**config.mk**
```make
export PLATFORM = sky130hd
export DESIGN_NAME = led_fade_pwm
export DESIGN_NICKNAME = d
export VERILOG_FILES = /design/src/rtl/led_fade_pwm.sv
export SDC_FILE = /design/constraint.sdc
export NUM_CORES = 1
export LEC_CHECK = 0
export BUFFER_PORTS_ARGS = -buffer_cell sky130_fd_sc_hd__buf_2
export CAP_MARGIN = 0
export CELL_PAD_IN_SITES_DETAIL_PLACEMENT = 2
export CELL_PAD_IN_SITES_GLOBAL_PLACEMENT = 2
export CORE_ASPECT_RATIO = 0.75
export CORE_MARGIN = 3
export CORE_UTILIZATION = 30
export DETAILED_ROUTE_END_ITERATION = 10
export GPL_TIMING_DRIVEN = 0
export PLACE_DENSITY_LB_ADDON = 0.2
export SLEW_MARGIN = 20
export SYNTH_ARGS = -nofsm -noshare
export SYNTH_HDL_FRONTEND = slang
export SYNTH_SLANG_ARGS = --single-unit
```
**constraint.sdc**
```tcl
create_clock -name CLK -period 2.1 [get_ports CLK]
set_input_delay 0.105 -clock CLK [delete_from_list [all_inputs] [get_ports CLK]]
set_output_delay 0.105 -clock CLK [all_outputs]
set_load 0.1 [all_outputs]
```
**src/rtl/led_fade_pwm.sv**
```systemverilog
// LED afterglow stage: latches the chaser pattern, decays per-LED brightness and drives a 15-slot PWM.
// Optional macro LED_FADE_GAMMA_EN maps brightness through a perceptual gamma table before the PWM compare.
module led_fade_pwm #(
    parameter int unsigned PWM_DIV   = 64,
    parameter int unsigned DECAY_DIV = 262144
) (
    input  logic        CLK,
    input  logic        RESET,
    input  logic [15:0] PATTERN,
    input  logic        STEP,
    output logic [15:0] LED,
    output logic        PWM_SYNC
);

    localparam int unsigned PW = (PWM_DIV > 1) ? $clog2(PWM_DIV) : 1;
    localparam int unsigned DW = $clog2(DECAY_DIV);
    localparam logic [PW-1:0] PRE_LAST = PW'(PWM_DIV - 1);
    localparam logic [DW-1:0] DEC_LAST = DW'(DECAY_DIV - 1);

    logic [PW-1:0]      presc_q, presc_d;
    logic [3:0]         pwm_cnt_q, pwm_cnt_d;
    logic [DW-1:0]      dcnt_q, dcnt_d;
    logic [15:0]        cur_pat_q, cur_pat_d;
    logic [15:0][3:0]   bri_q, bri_d;
    logic [15:0][3:0]   bri_eff;
    logic [15:0]        led_q, led_d;
    logic               sync_q, sync_d;
    logic               slot_wrap, decay_tick;
    logic [15:0]        eff_pat;

`ifdef LED_FADE_GAMMA_EN
    function automatic logic [3:0] gamma(input logic [3:0] b);
        case (b)
            4'd0:  gamma = 4'd0;
            4'd1:  gamma = 4'd1;
            4'd2:  gamma = 4'd1;
            4'd3:  gamma = 4'd1;
            4'd4:  gamma = 4'd2;
            4'd5:  gamma = 4'd2;
            4'd6:  gamma = 4'd3;
            4'd7:  gamma = 4'd4;
            4'd8:  gamma = 4'd5;
            4'd9:  gamma = 4'd6;
            4'd10: gamma = 4'd7;
            4'd11: gamma = 4'd8;
            4'd12: gamma = 4'd10;
            4'd13: gamma = 4'd11;
            4'd14: gamma = 4'd13;
            default: gamma = 4'd15;
        endcase
    endfunction

    always_comb begin
        bri_eff = '0;
        for (int unsigned i = 0; i < 16; i++) bri_eff[i] = gamma(bri_q[i]);
    end
`else
    always_comb bri_eff = bri_q;
`endif

    always_comb begin
        slot_wrap = (presc_q == PRE_LAST);
        presc_d   = slot_wrap ? '0 : presc_q + 1'b1;
        pwm_cnt_d = pwm_cnt_q;
        sync_d    = 1'b0;
        if (slot_wrap) begin
            if (pwm_cnt_q == 4'd14) begin
                pwm_cnt_d = '0;
                sync_d    = 1'b1;
            end else begin
                pwm_cnt_d = pwm_cnt_q + 4'd1;
            end
        end

        decay_tick = (dcnt_q == DEC_LAST);
        dcnt_d     = decay_tick ? '0 : dcnt_q + 1'b1;

        // A pattern bit presented on STEP takes effect this cycle, so newly lit bits skip the decay.
        eff_pat   = STEP ? PATTERN : cur_pat_q;
        cur_pat_d = eff_pat;
        bri_d     = bri_q;
        led_d     = '0;
        for (int unsigned i = 0; i < 16; i++) begin
            if (eff_pat[i])
                bri_d[i] = 4'hF;
            else if (decay_tick && (bri_q[i] != 4'h0))
                bri_d[i] = bri_q[i] - 4'd1;
            led_d[i] = (pwm_cnt_q < bri_eff[i]);
        end
    end

    always_ff @(posedge CLK or negedge RESET) begin
        if (!RESET) begin
            presc_q   <= '0;
            pwm_cnt_q <= '0;
            dcnt_q    <= '0;
            cur_pat_q <= '0;
            bri_q     <= '0;
            led_q     <= '0;
            sync_q    <= 1'b0;
        end else begin
            presc_q   <= presc_d;
            pwm_cnt_q <= pwm_cnt_d;
            dcnt_q    <= dcnt_d;
            cur_pat_q <= cur_pat_d;
            bri_q     <= bri_d;
            led_q     <= led_d;
            sync_q    <= sync_d;
        end
    end

    assign LED      = led_q;
    assign PWM_SYNC = sync_q;

endmodule

```
# Word-level counts from Yosys, hierarchy flattened
# Cells that the tools add are included.
# Widths: inputs -> output; s select.
# op_classes
addsub,19
order_cmp,16
eq_ne,3
mux,38
n_reduce_logical,48
# ops
op,count
$mux 4,33
$lt 4x4->1,16
$reduce_bool 4->1,16
$sub 4x1->4 const B,16
$reduce_bool 2->1,16
$add 18x1->18 const B,1
$eq 18x18->1 const B,1
$mux 18,1
$logic_and 1x1->1,16
$mux 16,1
$add 6x1->6 const B,1
$eq 6x6->1 const B,1
$mux 6,1
$add 4x1->4 const B,1
$eq 4x4->1 const B,1
$mux 1,2
# totals
ff_bits,125
output_inout_bits,17

# Logic depth before layout (Yosys ltp)
# Gate-level depths: netlist of the first run.
# logic_depth
word_depth,4
mapped_depth,8

# Worst setup path after synthesis of the first run
# No wires, ideal clock.
# synth_timing
kind,flip-flop to flip-flop
startpoint,reg dcnt_q[0]
endpoint,reg bri_q (netlist bit bri_eff[5])
t_arrival_ns,1.844
slack_ns,0.111
stages_incl_launch_ff,9
path_buffers,3
synth_period_minus_slack_ns,1.989
path_cell_list,dfrtp_1 ha_1 nand4_2 or3_1 buf_2 buf_6 buf_6 o31ai_1 o311ai_1
# synth_between
elab_chain_cells,3
# synth_rtl
item,line,rtl
from (decl),22,"logic [DW-1:0] dcnt_q, dcnt_d;"
from (signal assigned),104,dcnt_q <= dcnt_d;
$eq 18x18->1,75,decay_tick = (dcnt_q == DEC_LAST);
$logic_and 1x1->1,86,else if (decay_tick && (bri_q[i] != 4'h0))
$reduce_bool 2->1 (no source line),n/a,
to (signal assigned),106,bri_q <= bri_d;
to (decl),24,"logic [15:0][3:0] bri_q, bri_d;"
# Every way passes these cells.
# A chain may end at the register's enable or synchronous reset.

# Worst setup path after layout of the first run
# layout_timing
startpoint,reg dcnt_q[1]
endpoint,reg bri_q (netlist bit bri_eff[61])
# The elaborated chain is that of the path after synthesis.

==> impl_metrics.py, run 1 <==
metrics = {
    "synth": {
        "yosys_register_bits": 125,
        "postSynthAreaPerCell_um2": 9.983,
        "syn_inst": 712,
        "synth-async-reset-ratio_pct": 100.0,
        "synth_ff_type": "dfrtp_1",
        "yosysWarnings": 0,
        "yosysTopAreaCell": "dfrtp_1",
        "yosysTopAreaCellShare_pct": 44.01,
        "synth.net_count": 797,
        "synth.distinct_cells": 45,
        "synth_area_um2": 7108,
        "yosysSeqAreaShare_pct": 44.01,
        "synth_edf_count": 0,
        "synth.area.top_cells": "dfrtp_1 44%, ha_1 12%, inv_1 4.0%",
    },
    "cells_and_area": {
        "final_common_cell": "dfrtp_1",
        "instances_no_fill": 1098,
        "mostFrequentLayoutCells": "119 x dfrtp_1, 75 x inv_1, 65 x ha_1",
        "final_util_pct": 37.70,
        "n_antenna_cell": 0,
        "design_area_um2": 8717,
        "nets": 870,
        "syn2layout_area_growth_pct": 22.64,
        "drive_gt1_share_pct": 18.92,
    },
    "place": {
        "gp_congestion": 0.8157,
        "hpwlAfterDp_um": 15890,
        "dp_slack_ns": -0.5787,
        "postPlaceCellArea_um2": 7695,
        "dp_cells": 1047,
        "portBuffers": 34,
    },
    "die": {
        "ios": 36,
        "placement_rows": 48,
        "chipWidth_um": 183.7,
        "die_h_um": 139.3,
        "initial_core_util_pct": 30.74,
        "core_area_um2": 23120,
        "die_area_um2": 25600,
    },
    "route": {
        "highest_layer": "met4",
        "vias_per_cell": 5.551,
        "first_pass_iters": 4,
        "postRouteAntennaNets": 0,
        "routed-wl-met3_um": 921,
        "drc": 0,
        "wl_per_cell_um": 22.55,
        "wl_met1_um": 12030,
        "via_count": 6095,
        "drt-initial-drc-count": 379,
        "met2_wirelength_um": 11460,
        "drt_wl_total_um": 24760,
    },
    "pwr": {
        "power_density_nw_per_um2": 660.6,
        "ir_drop_uv": 549.0,
        "power.leakage_nw": 4.350,
    },
    "setup_path": {
        "reg2reg_to": "bri_eff[61]",
        "crit_path_end_kind": "flop",
        "path_cells": "ha_4, nand4_4, or3_4, buf_6, buf_12, buf_12, o31ai_4, o311ai_2",
        "slowest_delay_ns": 0.40,
        "crit_path_max_fanout": 8,
        "path_buf_inv": 3,
        "crit_slowest_cell": "dfrtp_1",
        "r2r-start": "dcnt_q[1]",
        "worstSetupEndpoint": "bri_eff[61]",
        "crit_path_start_kind": "flop",
        "rr_worst_depth": 8,
        "cpMostUsedCell": "buf_12",
        "cp.required_ns": 2.38,
        "crit_family": "simple AND/OR/NAND/NOR gates",
        "cp_data_arrival_time_ns": 2.34,
        "r2r_slack_ns": 0.04,
        "cp.depth": 8,
        "crit_start": "dcnt_q[1]",
        "critPathKind": "flop to flop",
    },
    "grt": {
        "antenna_found_initial": 0,
        "gr-total-overflow": 0,
        "gr-usage-all-layers_pct": 20.12,
        "grt_pass1_vias": 6764,
        "grt_max_degree": 68,
        "grt_first_pass_wirelength_um": 39540,
    },
    "flow_run": {
        "maxCapViolCount": 0,
    },
    "clock_tree": {
        "root_buffer": "clkbuf_16",
        "htree_levels": 4,
        "cts_max_path_buffers": 2,
        "clock_latency_ns": 0.45,
        "cts_sinks": 125,
        "clkTransAtPathRegs_ns": 0.06,
        "numCtsBuffers": 17,
        "cts_tree": "yes",
    },
    "timing": {
        "slew_viol_final": 0,
        "skew_ns": 0.01942,
        "rsz0062_at_grt": "true",
        "slew_headroom_pct": 47.30,
        "hold_viol": 0,
        "fmax_mhz": 486.1,
        "fin_crit_ns": 2.057,
        "period_share_pct": 97.96,
        "worst_pin_slew_ns": 0.7906,
        "final-setup-viol-count": 0,
        "setup_ws_ns": 0.04292,
    },
    "hold_path": {
        "hold_path_class": "input port to flop",
    },
    "run_status": {
        "status": "finished clean",
    },
}
[synthesized netlist by cell type, drive strengths merged (4+ instances only)]
cell type  number
dfrtp         125
inv            75
ha             66
nor2           48
nand3          36
a21o           32
a31oi          31
nor3           25
a21oi          21
o21ai          21
a311o          20
nand2b         20
buf            19
nand2          13
clkbuf         12
mux2           12
nor4           12
a311oi         11
or3            11
nand4b          9
o31ai           9
or3b            9
nand3b          8
xnor2           8
xor2            8
nand4           7
a31o            5
and3            5
mux2i           5
o311ai          5
or4             5
o211ai          4
[worst min path at each step]
| stage | startpoint | to | depth (start not counted) |
|---|---|---|---|
| global placement | PATTERN[9] | cur_pat_q[9] | 2 |
| CTS | PATTERN[15] | cur_pat_q[15] | 3 |
| finish | PATTERN[2] | cur_pat_q[2] | 2 |
| detailed placement | RESET | presc_q[2] | 1 |
| floorplan | RESET | LED[0] | 0 |
| global route | PATTERN[0] | cur_pat_q[0] | 2 |
[worst register-to-register path, stage by stage (launching register included)]
cell      delay [ns]
dfrtp_1         0.40
ha_4            0.17
nand4_4         0.14
or3_4           0.39
buf_6           0.14
buf_12          0.14
buf_12          0.13
o31ai_4         0.25
o311ai_2        0.14
[routing by layer]
| layer | GRT usage, % | vias to the layer above |
|---|---|---|
| met1 | 28.05 | 3198 |
| met3 | 4.442 | 30 |
| li1 | - | 2767 |
| met2 | 31.82 | 100 |
| met4 | 5.169 | 0 |
| met5 | 0 | - |
[logic make-up after synthesis]
family	synth area share, %
multiplexers	2.605
adder cells (fa/ha/maj)	11.62
XOR/XNOR	1.972
buffers and inverters	6.196
AO/OA/AOI/OAI	16.78
flip-flops	44.01
AND/OR/NAND/NOR	16.83
[flip-flops by register name, indices dropped and copies added (netlist names)]
signal,flops
PWM_SYNC,1
LED,16
dcnt_q,18
presc_q,6
cur_pat_q,16
bri_eff,64
pwm_cnt_q,4
[repair_timing]
action,4_1_cts,5_1_grt
pin swaps,2,5
endpoints found under the hold margin,65,0
hold buffers,8,0
buffers inserted,3,7
setup endpoints to repair,78,50
gates cloned,0,1
gates resized for setup,35,39
[through the flow]
stage / hold slack [ns] / TNS (ns) / total power (W)
finish: 0.02246 / 0 / 0.005759
global route: 0.02648 / -0.1129 / 0.005960
CTS: 0.004108 / 0 / 0.005827
detailed placement: 0.08702 / -28.81 / 0.002683
global placement: 0.4251 / -142.73 / 0.002664
floorplan: -0.1906 / 0 / 0.002565
[area by class of cell]
class	count	area, µm²
Sequential cell	125	3136
Timing Repair Buffer	54	387.9
Multi-Input combinational cell	481	3677
Fill cell	2432	14410
Tap cell	300	375.4
Inverter	75	281.5
Buffer	31	259.0
Clock buffer	20	456.7
Clock inverter	12	143.9
[power by group]
group          internal, W  switching [W]
Clock              0.00192        0.00120
Sequential         0.00244     0.00000736
Combinational    0.0000659       0.000134
Note: power is estimated with default switching activity, not from simulation.
==> inputs of run 2 (changes only) <==
--- a/config.mk
+++ b/config.mk
@@ -15,6 +15,7 @@
 export DETAILED_ROUTE_END_ITERATION = 10
 export GPL_TIMING_DRIVEN = 0
 export PLACE_DENSITY_LB_ADDON = 0.2
+export RECOVER_POWER = 25
 export SLEW_MARGIN = 20
 export SYNTH_ARGS = -nofsm -noshare
 export SYNTH_HDL_FRONTEND = slang
==> run 2 against run 1 <==
Against the previous run:
- global-route usage unchanged
- non-clock buffer count did not move
- setup slack about the same
- first-iteration DRC count decreased by 6.9%
- power shrank 0.16%
- wire length is essentially flat
- critical endpoint unchanged
- highest routed layer unchanged
==> impl_metrics.py, run 2 (synthesis results as in run 1) <==
metrics = {
    "run_status": {
        "status": "finished clean",
    },
    "setup_path": {
        "path_cells": "ha_4, nand4_4, or3_4, buf_6, buf_12, buf_12, o31ai_4, o311ai_2",
        "cpMostUsedCell": "buf_12",
        "reg2reg_to": "bri_eff[61]",
        "rr_worst_depth": 8,
        "crit_path_end_kind": "flop",
        "crit_slowest_cell": "dfrtp_1",
        "critPathKind": "flop to flop",
        "cp.required_ns": 2.38,
        "path_buf_inv": 3,
        "cp.depth": 8,
        "crit_family": "simple AND/OR/NAND/NOR gates",
        "r2r-start": "dcnt_q[1]",
        "cp_data_arrival_time_ns": 2.34,
        "crit_path_max_fanout": 8,
        "slowest_delay_ns": 0.40,
        "worstSetupEndpoint": "bri_eff[61]",
        "crit_path_start_kind": "flop",
        "r2r_slack_ns": 0.04,
        "crit_start": "dcnt_q[1]",
    },
    "route": {
        "via_count": 6110,
        "drc": 0,
        "first_pass_iters": 5,
        "wl_per_cell_um": 22.53,
        "drt_wl_total_um": 24730,
        "drt-initial-drc-count": 353,
        "postRouteAntennaNets": 0,
        "vias_per_cell": 5.565,
    },
    "timing": {
        "slew_viol_final": 0,
        "hold_viol": 0,
        "fin_crit_ns": 2.058,
        "final-setup-viol-count": 0,
        "worst_pin_slew_ns": 1.024,
        "rsz0062_at_grt": "true",
        "skew_ns": 0.01661,
        "hold_ws_ns": 0.02669,
        "period_share_pct": 97.98,
        "slew_headroom_pct": 31.70,
        "fmax_mhz": 486.0,
    },
    "pwr": {
        "ir_drop_uv": 553.1,
        "power.leakage_nw": 4.342,
        "power_density_nw_per_um2": 661.1,
    },
    "place": {
        "portBuffers": 34,
        "gp_congestion": 0.8157,
        "hpwlAfterDp_um": 15890,
    },
    "die": {
        "chipWidth_um": 183.7,
        "die_area_um2": 25600,
        "core_area_um2": 23120,
        "ios": 36,
        "initial_core_util_pct": 30.74,
        "die_h_um": 139.3,
        "placement_rows": 48,
    },
    "cells_and_area": {
        "mostFrequentLayoutCells": "119 x dfrtp_1, 75 x inv_1, 65 x ha_1",
        "final_common_cell": "dfrtp_1",
        "nets": 870,
        "drive_gt1_share_pct": 18.92,
        "n_antenna_cell": 0,
        "final_util_pct": 37.61,
        "largest_reg_flops": 64,
        "syn2layout_area_growth_pct": 22.36,
    },
    "grt": {
        "grt_max_degree": 68,
        "gr-total-overflow": 0,
        "grt_pass1_vias": 6764,
        "grt_first_pass_wirelength_um": 39540,
        "gr-usage-all-layers_pct": 20.12,
        "antenna_found_initial": 0,
    },
    "clock_tree": {
        "clock_latency_ns": 0.44,
        "clkTransAtPathRegs_ns": 0.06,
        "htree_levels": 4,
        "cts_sinks": 125,
        "root_buffer": "clkbuf_16",
        "numCtsBuffers": 17,
        "cts_tree": "yes",
        "cts_max_path_buffers": 2,
    },
    "hold_path": {
        "hold_path_class": "input port to flop",
    },
    "flow_run": {
        "maxCapViolCount": 0,
    },
}
[run 2: changes by cell type in the layout (fill, tap and decap cells not counted), sizes merged]
cell	delta
buf	-1
clkbuf	+1
[run 2: worst min-delay path by stage]
stage	startpoint	endpoint	slack (ns)	cells past startpoint
5_1_grt	PATTERN[0]	cur_pat_q[0]	0.03	2
3_5_place_dp	RESET	presc_q[2]	0.09	1
6_report	PATTERN[2]	cur_pat_q[2]	0.03	2
3_3_place_gp	PATTERN[9]	cur_pat_q[9]	0.43	2
2_1_floorplan	RESET	LED[0]	-0.19	0
4_1_cts	PATTERN[15]	cur_pat_q[15]	0.004	3
[run 2: worst reg2reg max path, stage by stage, from the launching register on]
cell and delay (ns):
dfrtp_1 0.40, ha_4 0.17, nand4_4 0.14, or3_4 0.39, buf_6 0.14, buf_12 0.14
buf_12 0.13, o31ai_4 0.25, o311ai_2 0.14
[run 2: metal layers]
| layer | vias to the layer above | wire, µm | GRT usage (%) | share of wire, % |
|---|---|---|---|---|
| met5 | - | 0 | 0 | 0 |
| met4 | 0 | 301 | 5.169 | 1.2 |
| met3 | 24 | 1013 | 4.442 | 4.1 |
| met2 | 111 | 11480 | 31.82 | 46 |
| met1 | 3201 | 11930 | 28.05 | 48 |
| li1 | 2774 | - | - | - |
[run 2: layout make-up]
class,count,area (µm²)
well taps,300,375.4
clock inverters,12,143.9
inverters,75,281.5
multi-input cells,481,3677
clock buffers,20,456.7
repair buffers,54,367.9
plain buffers,31,259.0
fillers,2434,14430
flip-flops and latches,125,3136
[run 2: repair_timing]
item / CTS / global route
gates cloned: 0 / 1
hold buffers: 8 / 0
endpoints found under the hold margin: 65 / 0
pin swaps: 2 / 5
gates resized for setup: 35 / 39
endpoints found under the setup margin: 78 / 50
setup buffers: 3 / 7
[run 2: power breakdown]
group          switching (W)  internal (W)  leakage [nW]
clock                0.00119       0.00192         0.295
sequential        0.00000728       0.00244          1.25
combinational       0.000133     0.0000616          2.79
[run 2: through the flow]
stage | total power [W] | cells | TNS [ns] | cell area, µm² | setup WS, ns
after floorplan | 0.002565 | 712 | 0 | 7108 | 0.1105
after global placement | 0.002664 | 1046 | -142.73 | 7654 | -0.9850
after detailed placement | 0.002683 | 1047 | -28.81 | 7695 | -0.5787
after CTS | 0.005827 | 1090 | 0 | 8499 | 0.006213
after global routing | 0.005955 | 1098 | -0.1129 | 8697 | -0.04921
final | 0.005750 | 1098 | 0 | 8697 | 0.04244
==> inputs of run 3 (changes only) <==
--- a/config.mk
+++ b/config.mk
@@ -14,6 +14,7 @@
 export CORE_UTILIZATION = 30
 export DETAILED_ROUTE_END_ITERATION = 10
 export GPL_TIMING_DRIVEN = 0
+export HOLD_SLACK_MARGIN = 0.15
 export PLACE_DENSITY_LB_ADDON = 0.2
 export RECOVER_POWER = 25
 export SLEW_MARGIN = 20
==> run 3 against run 2 <==
Against the previous run:
- clock skew down 0.00058 ns
- global-route usage up 0.12 points
- setup slack worse by 0.0045 ns
- non-clock buffer count up 9
- via count about the same
- cell count up 0.82%
- critical path type unchanged
- critical endpoint is now bri_eff[9]
- highest routed layer unchanged
==> impl_metrics.py, run 3 (synthesis results as in run 1) <==
metrics = {
    "route": {
        "via_count": 6115,
        "vias_per_cell": 5.524,
        "drt-initial-drc-count": 370,
        "drt_wl_total_um": 24840,
        "wl_per_cell_um": 22.43,
        "drc": 0,
        "postRouteAntennaNets": 0,
        "first_pass_iters": 4,
    },
    "timing": {
        "worst_pin_slew_ns": 1.030,
        "final-setup-viol-count": 0,
        "skew_ns": 0.01603,
        "period_share_pct": 98.19,
        "slew_headroom_pct": 31.36,
        "hold_ws_ns": 0.1828,
        "rsz0062_at_grt": "true",
        "setup_tns_ns": 0,
        "slew_viol_final": 0,
        "fmax_mhz": 485.0,
        "hold_viol": 0,
        "fin_crit_ns": 2.062,
    },
    "clock_tree": {
        "root_buffer": "clkbuf_16",
        "numCtsBuffers": 17,
        "clkTransAtPathRegs_ns": 0.06,
        "clock_latency_ns": 0.44,
        "htree_levels": 4,
        "cts_max_path_buffers": 2,
        "cts_tree": "yes",
        "cts_sinks": 125,
    },
    "setup_path": {
        "cp_data_arrival_time_ns": 2.37,
        "rr_worst_depth": 8,
        "critPathKind": "flop to flop",
        "crit_path_end_kind": "flop",
        "crit_path_max_fanout": 10,
        "cp.required_ns": 2.41,
        "crit_path_start_kind": "flop",
    },
    "place": {
        "hpwlAfterDp_um": 15890,
        "gp_congestion": 0.8157,
        "portBuffers": 34,
    },
    "die": {
        "core_area_um2": 23120,
        "ios": 36,
        "chipWidth_um": 183.7,
        "placement_rows": 48,
        "initial_core_util_pct": 30.74,
        "die_area_um2": 25600,
        "die_h_um": 139.3,
    },
    "pwr": {
        "ir_drop_uv": 548.0,
        "power.leakage_nw": 4.383,
        "power_density_nw_per_um2": 654.9,
    },
    "cells_and_area": {
        "final_util_pct": 38.06,
        "nets": 879,
        "n_antenna_cell": 0,
        "final_common_cell": "dfrtp_1",
        "num-fill-cells": 2429,
        "syn2layout_area_growth_pct": 23.80,
        "largest_reg_flops": 64,
        "mostFrequentLayoutCells": "119 x dfrtp_1, 75 x inv_1, 65 x ha_1",
        "drive_gt1_share_pct": 18.71,
    },
    "grt": {
        "gr-usage-all-layers_pct": 20.24,
        "grt_pass1_vias": 6816,
        "grt_first_pass_wirelength_um": 39770,
        "gr-total-overflow": 0,
        "grt_max_degree": 68,
        "antenna_found_initial": 0,
    },
    "flow_run": {
        "maxCapViolCount": 0,
    },
    "run_status": {
        "status": "finished clean",
    },
    "hold_path": {
        "hold_path_class": "input port to async pin",
    },
}
[run 3: changes by cell type in the layout (fill, tap and decap cells not counted)]
cell / before / now
buf_4: 13 / 12
dlygate4sd3_1: 8 / 17
buf_12: 2 / 3
[run 3: critical path, cell delays in order, from the launching register on]
cell      delay [ns]
dfrtp_1         0.40
ha_4            0.17
nand4_4         0.14
or3_4           0.39
buf_6           0.14
buf_12          0.14
clkbuf_4        0.22
o21ai_1         0.22
nand3b_1        0.11
[run 3: worst paths after layout]
path / start / end / slack [ns]
max: dcnt_q[1] / bri_eff[9] / 0.04
min: RESET / LED[13] / 0.18
max reg2reg: dcnt_q[1] / bri_eff[9] / 0.04
min reg2reg: presc_q[4] / presc_q[4] / 0.50
max in group asynchronous: RESET / bri_eff[15] / 0.46
min in group CLK: STEP / bri_eff[60] / 0.46
[run 3: metrics by stage]
step / std cells / setup slack (ns) / power (W) / instance area (µm²)
after floorplan: 712 / 0.1105 / 0.002565 / 7108
after global placement: 1046 / -0.9850 / 0.002664 / 7654
after detailed placement: 1047 / -0.5787 / 0.002683 / 7695
after CTS: 1099 / 0.006213 / 0.005840 / 8589
after global routing: 1107 / -0.04924 / 0.005968 / 8800
final: 1107 / 0.03796 / 0.005763 / 8800
[run 3: per-layer routing]
metal | routed length, µm | vias to the layer above | track usage [%] | share of wire [%]
met5 | 0 | - | 0 | 0
met4 | 331 | 0 | 5.447 | 1.3
met3 | 779 | 28 | 4.259 | 3.1
met2 | 11510 | 86 | 32.19 | 46
met1 | 12220 | 3212 | 28.10 | 49
li1 | - | 2789 | - | -
[run 3: final cells by class]
cell class / instances / area (µm²) / area share [%]
multi-input combinational: 481 / 3677 / 41.79
sequential: 125 / 3136 / 35.63
timing repair buffer: 63 / 470.5 / 5.346
clock buffer: 20 / 456.7 / 5.190
tap: 300 / 375.4 / 4.266
inverter: 75 / 281.5 / 3.199
buffer: 31 / 259.0 / 2.943
clock inverter: 12 / 143.9 / 1.635
[run 3: power by group]
part / internal [W] / total [W] / leakage [nW] / switching [W]
Clock: 0.00192 / 0.00311 / 0.295 / 0.00119
Sequential: 0.00244 / 0.00245 / 1.25 / 0.00000731
Combinational: 0.0000725 / 0.000209 / 2.83 / 0.000136
[run 3: what timing repair did]
item,CTS,global route
cloned,0,1
setup buffers,3,7
hold buffers,17,0
pin swaps,2,5
gates resized for setup,35,39
setup endpoints to repair,78,50
hold endpoints to repair,197,0
